File: src/rtl/ace_ccu_pkg.sv
// Shared ACE CCU definitions: snoop response (CRRESP) layout and bit positions.
package ace_ccu_pkg;

    localparam int unsigned CR_DATA_TRANSFER = 0;
    localparam int unsigned CR_ERROR         = 1;
    localparam int unsigned CR_PASS_DIRTY    = 2;
    localparam int unsigned CR_IS_SHARED     = 3;
    localparam int unsigned CR_WAS_UNIQUE    = 4;

    typedef struct packed {
        logic was_unique;
        logic is_shared;
        logic pass_dirty;
        logic error;
        logic data_transfer;
    } crresp_t;

endpackage

File: src/rtl/ace_ccu_snoop_resp_collector.sv
// Collects CR responses from the snooped ports of one request and presents
// the ORed response, DataTransfer port mask and request context downstream.
module ace_ccu_snoop_resp_collector
    import ace_ccu_pkg::*;
#(
    parameter int unsigned NoPorts = 4,
    parameter type         ctx_t   = logic
) (
    input  logic                    clk_i,
    input  logic                    rst_i,
    input  logic                    req_valid_i,
    output logic                    req_ready_o,
    input  logic [NoPorts-1:0]      req_mask_i,
    input  ctx_t                    req_ctx_i,
    input  logic [NoPorts-1:0]      cr_valid_i,
    output logic [NoPorts-1:0]      cr_ready_o,
    input  logic [NoPorts-1:0][4:0] cr_resp_i,
    output logic                    valid_o,
    input  logic                    ready_i,
    output logic [4:0]              resp_o,
    output logic [NoPorts-1:0]      dt_mask_o,
    output ctx_t                    ctx_o
);

    typedef enum logic [1:0] {
        IDLE,
        COLLECT,
        OUTPUT
    } state_e;

    state_e             state_q, state_d;
    logic [NoPorts-1:0] pending_q, pending_d;
    crresp_t            acc_q, acc_d;
    logic [NoPorts-1:0] dt_q, dt_d;
    ctx_t               ctx_q, ctx_d;

    always_comb begin
        crresp_t r;
        r           = '0;
        state_d     = state_q;
        pending_d   = pending_q;
        acc_d       = acc_q;
        dt_d        = dt_q;
        ctx_d       = ctx_q;
        req_ready_o = 1'b0;
        valid_o     = 1'b0;
        cr_ready_o  = '0;

        unique case (state_q)
            IDLE: begin
                req_ready_o = 1'b1;
                if (req_valid_i) begin
                    pending_d = req_mask_i;
                    ctx_d     = req_ctx_i;
                    acc_d     = '0;
                    dt_d      = '0;
                    state_d   = (|req_mask_i) ? COLLECT : OUTPUT;
                end
            end
            COLLECT: begin
                // ready comes from registered pending only, never from cr_valid_i
                cr_ready_o = pending_q;
                for (int unsigned i = 0; i < NoPorts; i++) begin
                    if (pending_q[i] && cr_valid_i[i]) begin
                        r            = crresp_t'(cr_resp_i[i]);
                        pending_d[i] = 1'b0;
                        acc_d        = acc_d | r;
                        dt_d[i]      = r.data_transfer;
                    end
                end
                if (pending_d == '0) begin
                    state_d = OUTPUT;
                end
            end
            OUTPUT: begin
                valid_o = 1'b1;
                if (ready_i) begin
                    state_d = IDLE;
                end
            end
            default: state_d = IDLE;
        endcase
    end

    always_ff @(posedge clk_i) begin
        if (rst_i) begin
            state_q   <= IDLE;
            pending_q <= '0;
            acc_q     <= '0;
            dt_q      <= '0;
            ctx_q     <= '0;
        end else begin
            state_q   <= state_d;
            pending_q <= pending_d;
            acc_q     <= acc_d;
            dt_q      <= dt_d;
            ctx_q     <= ctx_d;
        end
    end

    assign resp_o    = acc_q;
    assign dt_mask_o = dt_q;
    assign ctx_o     = ctx_q;

endmodule

File: config.mk
export PLATFORM = sky130hd
export DESIGN_NAME = ace_ccu_snoop_resp_collector
export DESIGN_NICKNAME = d
export VERILOG_FILES = /design/src/rtl/ace_ccu_pkg.sv /design/src/rtl/ace_ccu_snoop_resp_collector.sv
export SDC_FILE = /design/constraint.sdc
export NUM_CORES = 1
export LEC_CHECK = 0
export ABC_CLOCK_PERIOD_IN_PS = 1910
export BUFFER_PORTS_ARGS = -buffer_cell sky130_fd_sc_hd__buf_2
export CORE_AREA = 4 4 57 59
export CTS_CLUSTER_DIAMETER = 120
export CTS_CLUSTER_SIZE = 10
export DETAILED_ROUTE_END_ITERATION = 10
export DIE_AREA = 0 0 61 63
export GPL_TIMING_DRIVEN = 0
export REMOVE_ABC_BUFFERS = 1
export SKIP_LAST_GASP = 1
export SYNTH_ARGS = -nofsm -noshare
export SYNTH_HDL_FRONTEND = slang
export SYNTH_SLANG_ARGS = --single-unit
File: constraint.sdc
create_clock -name clk_i -period 1.91 [get_ports clk_i]
set_input_delay 0.382 -clock clk_i [delete_from_list [all_inputs] [get_ports clk_i]]
set_output_delay 0.382 -clock clk_i [all_outputs]
set_load 0.05 [all_outputs]
== Yosys cells after proc, flatten, opt, wreduce, memory -nomap -nowiden ==
Cells that the tools add are included.

* Eq/ne operators: 9
* Multiplexer cells: 33
* Bitwise logic cells: 4
* Reduce and logical (&&, ||, !) cells: 15

{| class="wikitable"
|+ Operators by type and width
! kind !! number
|-
| $mux W5 || 8
|-
| $or A5 B5 Y5 || 4
|-
| $pmux W4 S2 || 2
|-
| $reduce_and A3 Y1 || 5
|-
| $mux W1 || 14
|-
| $ne A2 B2 Y1 const B || 7
|-
| $mux W4 || 3
|-
| $pmux W5 S2 || 1
|-
| $mux W2 || 4
|-
| $pmux W2 S3 || 1
|-
| $logic_and A1 B1 Y1 || 4
|-
| $logic_not A4 Y1 || 1
|-
| $reduce_and A2 Y1 || 2
|-
| $reduce_or A4 Y1 || 1
|-
| $eq A2 B1 Y1 const B || 1
|-
| $eq A2 B2 Y1 const B || 1
|-
| $logic_not A2 Y1 || 1
|-
| $reduce_bool A2 Y1 || 1
|}

* Bits in registers: 16
* Bits of input ports: 33
* Output and inout bits: 16
* Logic and storage cells: 73

== Longest topological paths before layout ==
Gate-level depths: netlist of the first run.

* Depth in word-level cells: 12
* Depth in mapped cells: 6
* Mapped depth without buffers: 3

== Worst setup path after synthesis of the first run ==
Ideal clock, no wire load.

* Kind: register to output
* Start point: register state_q[0]
* End point: output port cr_ready_o[0]
* Arrival time: 1,297 ps
* Data required time: 1,528 ps
* Path slack: 231 ps
* Stages on the path, launching flop included: 6
* Buffers on the path: 3
* Path through: dfxtp_1 -> clkbuf_2 -> nor2b_1 -> buf_4 -> buf_4 -> and2_1

* Word-level cells in the longest chain between the ends: 2

{| class="wikitable"
|+ RTL lines
! element !! line !! source
|-
| start, declared || ace_ccu_snoop_resp_collector.sv:31 || <nowiki>state_e state_q, state_d;</nowiki>
|-
| start signal, assigned || ace_ccu_snoop_resp_collector.sv:93 || <nowiki>state_q <= state_d;</nowiki>
|-
| $eq A2 B1 Y1 || ace_ccu_snoop_resp_collector.sv:49 || <nowiki>unique case (state_q)</nowiki>
|-
| $mux W4 || ace_ccu_snoop_resp_collector.sv:49 ||
|-
| end, declared || ace_ccu_snoop_resp_collector.sv:16 || <nowiki>output logic [NoPorts-1:0] cr_ready_o,</nowiki>
|}

No other way between the ends.

== Final worst setup path of the first run ==
* Start point: register state_q[1]
* End point: output port cr_ready_o[3]

Same word-level chain as after synthesis.

==> flow_metrics.tcl, run 1 <==
set metrics [dict create \
    outcome "finished, final reports clean" \
    max_freq_mhz 563 \
    drive_above_1_share 0.381 \
    dieArea_mm2 0.00384 \
    slew_headroom 0.698 \
    areaGrowthSynthToFinish_pct 28.7 \
    required_ps 1530 \
    yosysWarnings 0 \
    placement_rows 19 \
    synth_ff_type "dfxtp_1" \
    sw_frac_of_total 0.345 \
    routed_wl_um 2830 \
    clk_path_buf_depth 2 \
    finalCritPeriodShare 0.931 \
    powerDensity_mw_per_mm2 655 \
    multi_input_comb_area_um2 531 \
    io_pins 49 \
    dp_hpwl_um 2080 \
    route.detailed.wl_per_inst_um 15.2 \
    hold_class "in2reg" \
    grt_pass1_vias 989 \
    postPlaceCellArea_mm2 0.00112 \
    finClkSkew_ps 5.20 \
    ff_latch_area_um2 322 \
    clkSlewWorstSetupHoldPaths_ps 90 \
    cts.sinks 16 \
    p_switching_mw 0.265 \
    ys_ff_latch 16 \
    cp_cell_sequence "nor2b_4 > and2_1 > buf_2" \
    crit_path_top_delay_cell "dfxtp_1" \
    cts_root_buf "clkbuf_4" \
    die_w_um 61 \
    synth_cell_types 29 \
    setup_ws_ps 132 \
    p_int_mw 0.503 \
    postSynthAreaPerCell_um2 7.99 \
    worst_setup_path_end_kind "primary output" \
    synthTopCellsByArea "dfxtp_1 35%, a31oi_1 6.2%, nand2_1 6.2%" \
    power_frac_clock 0.237 \
    drtAntennaViolNets 0 \
    route.detailed.drc 0 \
    max_stage_delay_ps 610 \
    n_antenna_cell 0 \
    synthArstFlopShare 0 \
    gp_congestion 0.770 \
    crit_fanout 12 \
    power.share.combinational 0.274 \
    peakVddDrop_mv 0.344 \
    synth_top_area_frac 0.352 \
    initial_utilization 0.336 \
    core_mm2 0.00271 \
    num_vias 1028 \
    hold_viol_final 0 \
    grt_start_max_net_pins 17 \
    cap_violations 0 \
    numCtsBuffers 3 \
    numPortBuffers 48 \
    fillers 290 \
    yosysMostFrequentCell "dfxtp_1" \
    grt_pass1_wl_um 4410 \
    nets 190 \
    routed_via_density 5.53 \
    post-place-ws_ps -384 \
    ys_seq_area_frac 0.352 \
    power_frac_seq 0.488 \
    grt_overflow 0 \
    yosysTopAreaCell "dfxtp_1" \
    synth_edf_count 0 \
    syn_inst 114 \
    startpoint_type "register" \
    final.min_clock_period_ps 1780 \
    cp_data_arrival_time_ps 1400 \
    worstSkewPairLatency_ps 290 \
    p_leak_nw 0.492 \
    worstSetupPathType "reg2out" \
    setup_violations 0 \
    drtIter0Drc 94 \
    tns_ps 0 \
    rsz0062_at_grt "no" \
    cts_tree "yes" \
    slew_violations 0 \
    grt_usage 0.151 \
    syn_area_um2 911 \
    worst_pin_slew_ps 453 \
    dieHeight_um 63 \
    antenna_found_initial 0 \
    postLayoutCellArea_mm2 0.00117 \
    first_pass_iters 5 \
    synth_top_cells_by_count "16 x dfxtp_1, 15 x nand2_1, 10 x a21oi_1, 9 x a31oi_1, 8 x nand3_1" \
    cts_htree_levels 1 \
    cts_hold_buf 0 \
    power.total_mw 0.768 \
]
==> through the flow <==
stage | util | hold WS, ps | instances
4_1_cts | 0.432 | 316 | 186
6_report | 0.433 | 315 | 186
2_1_floorplan | - | 451 | 101
5_1_grt | 0.433 | 328 | 186
3_3_place_gp | 0.412 | 444 | 180
3_5_place_dp | 0.412 | 450 | 180
==> worst paths after layout <==
check	start	cells after the start	slack (ps)	endpoint
worst max register to register	state_q[1]	3	480	dt_mask_o[3]
worst min register to register	ctx_o	2	460	ctx_o
worst max-delay path	state_q[1]	3	130	cr_ready_o[3]
worst min-delay path	req_ctx_i	3	310	ctx_o
==> power by group through the flow <==
| stage | clock network [mW] | logic (mW) | registers, mW |
|---|---|---|---|
| after floorplan | 0 | 0.111 | 0.386 |
| after global placement | 0 | 0.197 | 0.378 |
| after detailed placement | 0 | 0.201 | 0.379 |
| after CTS | 0.186 | 0.212 | 0.374 |
| after global routing | 0.202 | 0.230 | 0.378 |
| final | 0.182 | 0.211 | 0.375 |
==> state kept, by name, indices dropped and copies added, names as in the netlist <==
name       flops
ctx_o          1
dt_mask_o      4
pending_q      4
resp_o         5
state_q        2
==> placed cells by master (no fill, tap or decap), types with 2 or more instances in the layout <==
master,count
a211oi_1,6
a21oi_1,10
a222oi_1,5
a31oi_1,9
and2_1,7
buf_2,48
buf_4,2
clkbuf_4,3
dfxtp_1,15
nand2_1,15
nand2b_1,2
nand3_1,8
nor2_1,2
nor2b_1,5
o211ai_1,4
==> layout make-up <==
cell class                 instances  area share
multi-input combinational         85       0.453
sequential                        16       0.274
inverter                           1     0.00320
clock buffer                       3      0.0192
tap                               31      0.0331
timing repair buffer              50       0.218
==> metal layers <==
layer | GRT usage | share of wire | up-vias
met1 | 0.193 | 0.44 | 471
met5 | 0 | 0 | -
met2 | 0.242 | 0.45 | 45
met3 | 0.0331 | 0.099 | 5
li1 | - | - | 507
met4 | 0.0569 | 0.014 | 0
==> logic make-up (layout without fill, tap and decap cells) <==
logic type / Yosys count / after routing / share of synthesized area
compound gates: 37 / 37 / 0.286
simple gates: 47 / 48 / 0.279
flops: 16 / 16 / 0.352
buf+inv: 14 / 54 / 0.0838
==> critical path, delay by kind of cell, from the launching register on <==
family / cells / cell delay, ps
flip-flops: 1 / 610
AND/OR/NAND/NOR: 2 / 280
buffers and inverters: 1 / 210
==> repair_timing <==
item                       CTS  global route
resized for setup            2             1
setup buffers                2             0
gates cloned                 1             0
setup endpoints to repair    4             4
Note: power is estimated with default switching activity, not from simulation.
==> run 2: changes to the inputs <==
--- a/config.mk
+++ b/config.mk
@@ -7,12 +7,13 @@
 export LEC_CHECK = 0
 export ABC_CLOCK_PERIOD_IN_PS = 1910
 export BUFFER_PORTS_ARGS = -buffer_cell sky130_fd_sc_hd__buf_2
-export CORE_AREA = 4 4 57 59
+export CORE_AREA = 4 4 50 52
 export CTS_CLUSTER_DIAMETER = 120
 export CTS_CLUSTER_SIZE = 10
 export DETAILED_ROUTE_END_ITERATION = 10
-export DIE_AREA = 0 0 61 63
+export DIE_AREA = 0 0 54 56
 export GPL_TIMING_DRIVEN = 0
+export PLACE_DENSITY = 0.79
 export REMOVE_ABC_BUFFERS = 1
 export SKIP_LAST_GASP = 1
 export SYNTH_ARGS = -nofsm -noshare
==> run 2 against run 1 <==
Global-route usage rose by 3.7 points; cell count fell by 2.2%; setup slack got worse by 38 ps; register-to-register slack improved by 50 ps; critical path depth did not move; first-iteration DRC count fell by 60%; sequential cell count did not move; fmax fell by 2.1%; combinational power barely moved; die area fell by 21%.
==> flow_metrics.tcl, run 2 (same netlist as run 1, synthesis figures left out) <==
set metrics [dict create \
    outcome "finished, final reports clean" \
    cts.sinks 16 \
    clkSlewWorstSetupHoldPaths_ps 90 \
    cts_hold_buf 0 \
    n_antenna_cell 0 \
    powerDensity_mw_per_mm2 650 \
    grt_usage 0.188 \
    worstSkewPairLatency_ps 280 \
    drtAntennaViolNets 0 \
    setup_violations 0 \
    setup_ws_ps 94.8 \
    route.detailed.wl_per_inst_um 14.7 \
    routed_wl_um 2670 \
    drtIter0Drc 38 \
    fillers 215 \
    postPlaceCellArea_mm2 0.00111 \
    postLayoutCellArea_mm2 0.00116 \
    cts_root_buf "clkbuf_4" \
    numCtsBuffers 3 \
    drive_above_1_share 0.377 \
    largest_reg_flops 5 \
    cts_htree_levels 1 \
    worstSetupPathType "reg2out" \
    dieHeight_um 56 \
    grt_start_max_net_pins 17 \
    route.detailed.drc 0 \
    first_pass_iters 5 \
    power.total_mw 0.754 \
    holdWs_ps 334 \
    core_mm2 0.00211 \
    grt_pass1_vias 1010 \
    die_w_um 54 \
    slew_violations 0 \
    p_leak_nw 0.488 \
    dp_hpwl_um 1960 \
    antenna_found_initial 0 \
    required_ps 1530 \
    final_common_cell "buf_2" \
    cts_tree "yes" \
    cap_violations 0 \
    cp_data_arrival_time_ps 1430 \
    placement_rows 17 \
    grt_overflow 0 \
    finClkSkew_ps 2.38 \
    final.min_clock_period_ps 1820 \
    nets 189 \
    peakVddDrop_mv 0.443 \
    startpoint_type "register" \
    crit_fanout 10 \
    post-place-ws_ps -302 \
    hold_viol_final 0 \
    fin_util 0.551 \
    final_cell_mix "48 x buf_2, 15 x nand2_1, 15 x dfxtp_1" \
    worst_pin_slew_ps 416 \
    num_vias 1026 \
    gp_congestion 0.756 \
    dieArea_mm2 0.00302 \
    hold_class "in2reg" \
    finalCritPeriodShare 0.950 \
    max_freq_mhz 551 \
    slew_headroom 0.722 \
    grt_pass1_wl_um 4270 \
    rsz0062_at_grt "no" \
    routed_via_density 5.64 \
    io_pins 49 \
    clk_path_buf_depth 2 \
    initial_utilization 0.433 \
    areaGrowthSynthToFinish_pct 27.3 \
    numPortBuffers 48 \
    worst_setup_path_end_kind "primary output" \
]
==> run 2: cell count changes in the layout (fill, tap and decap cells not counted) <==
cell,before,now
nor2b_2,1,0
==> run 2: path summary, 6_finish.rpt <==
check,startpoint,end,slack (ps),depth (start not counted)
setup reg to reg,state_q[1],dt_mask_o[1],530,3
hold / removal,req_ctx_i,ctx_o,330,3
hold reg to reg,ctx_o,ctx_o,460,2
setup / recovery,state_q[0],cr_ready_o[1],90,3
==> run 2: where the power goes <==
| part | leakage (nW) | switching, mW | internal (mW) | total [mW] |
|---|---|---|---|---|
| Clock | 0.0138 | 0.0989 | 0.0732 | 0.172 |
| Combinational | 0.344 | 0.129 | 0.0790 | 0.208 |
| Sequential | 0.130 | 0.0248 | 0.349 | 0.374 |
==> run 2: layout make-up <==
class / count / area, um^2 / share of cell area
timing repair buffer: 50 / 255 / 0.220
sequential: 16 / 322 / 0.277
multi-input combinational: 84 / 522 / 0.450
tap: 28 / 35.0 / 0.0302
inverter: 1 / 3.75 / 0.00324
clock buffer: 3 / 22.5 / 0.0194
==> run 2: stage by stage <==
| stage | cells | setup TNS [ps] |
|---|---|---|
| floorplan | 101 | -126 |
| global placement | 177 | -979 |
| detailed placement | 177 | -1160 |
| CTS | 182 | 0 |
| global route | 182 | 0 |
| finish | 182 | 0 |
==> run 2: worst max-delay path, cell delays in order (launching register included) <==
cell and delay [ps]:
dfxtp_2 430, nor2b_4 290, and2_1 170, buf_2 260
==> run 2: repair_timing <==
action                                  in CTS  in global routing
setup buffers                                2                  0
gates resized for setup                      2                  1
endpoints found under the setup margin       4                  4
==> run 2: layer usage <==
layer	GRT usage	share of wire
met3	0.0375	0.11
met2	0.311	0.46
met5	0	0
met4	0.0890	0.018
met1	0.222	0.41
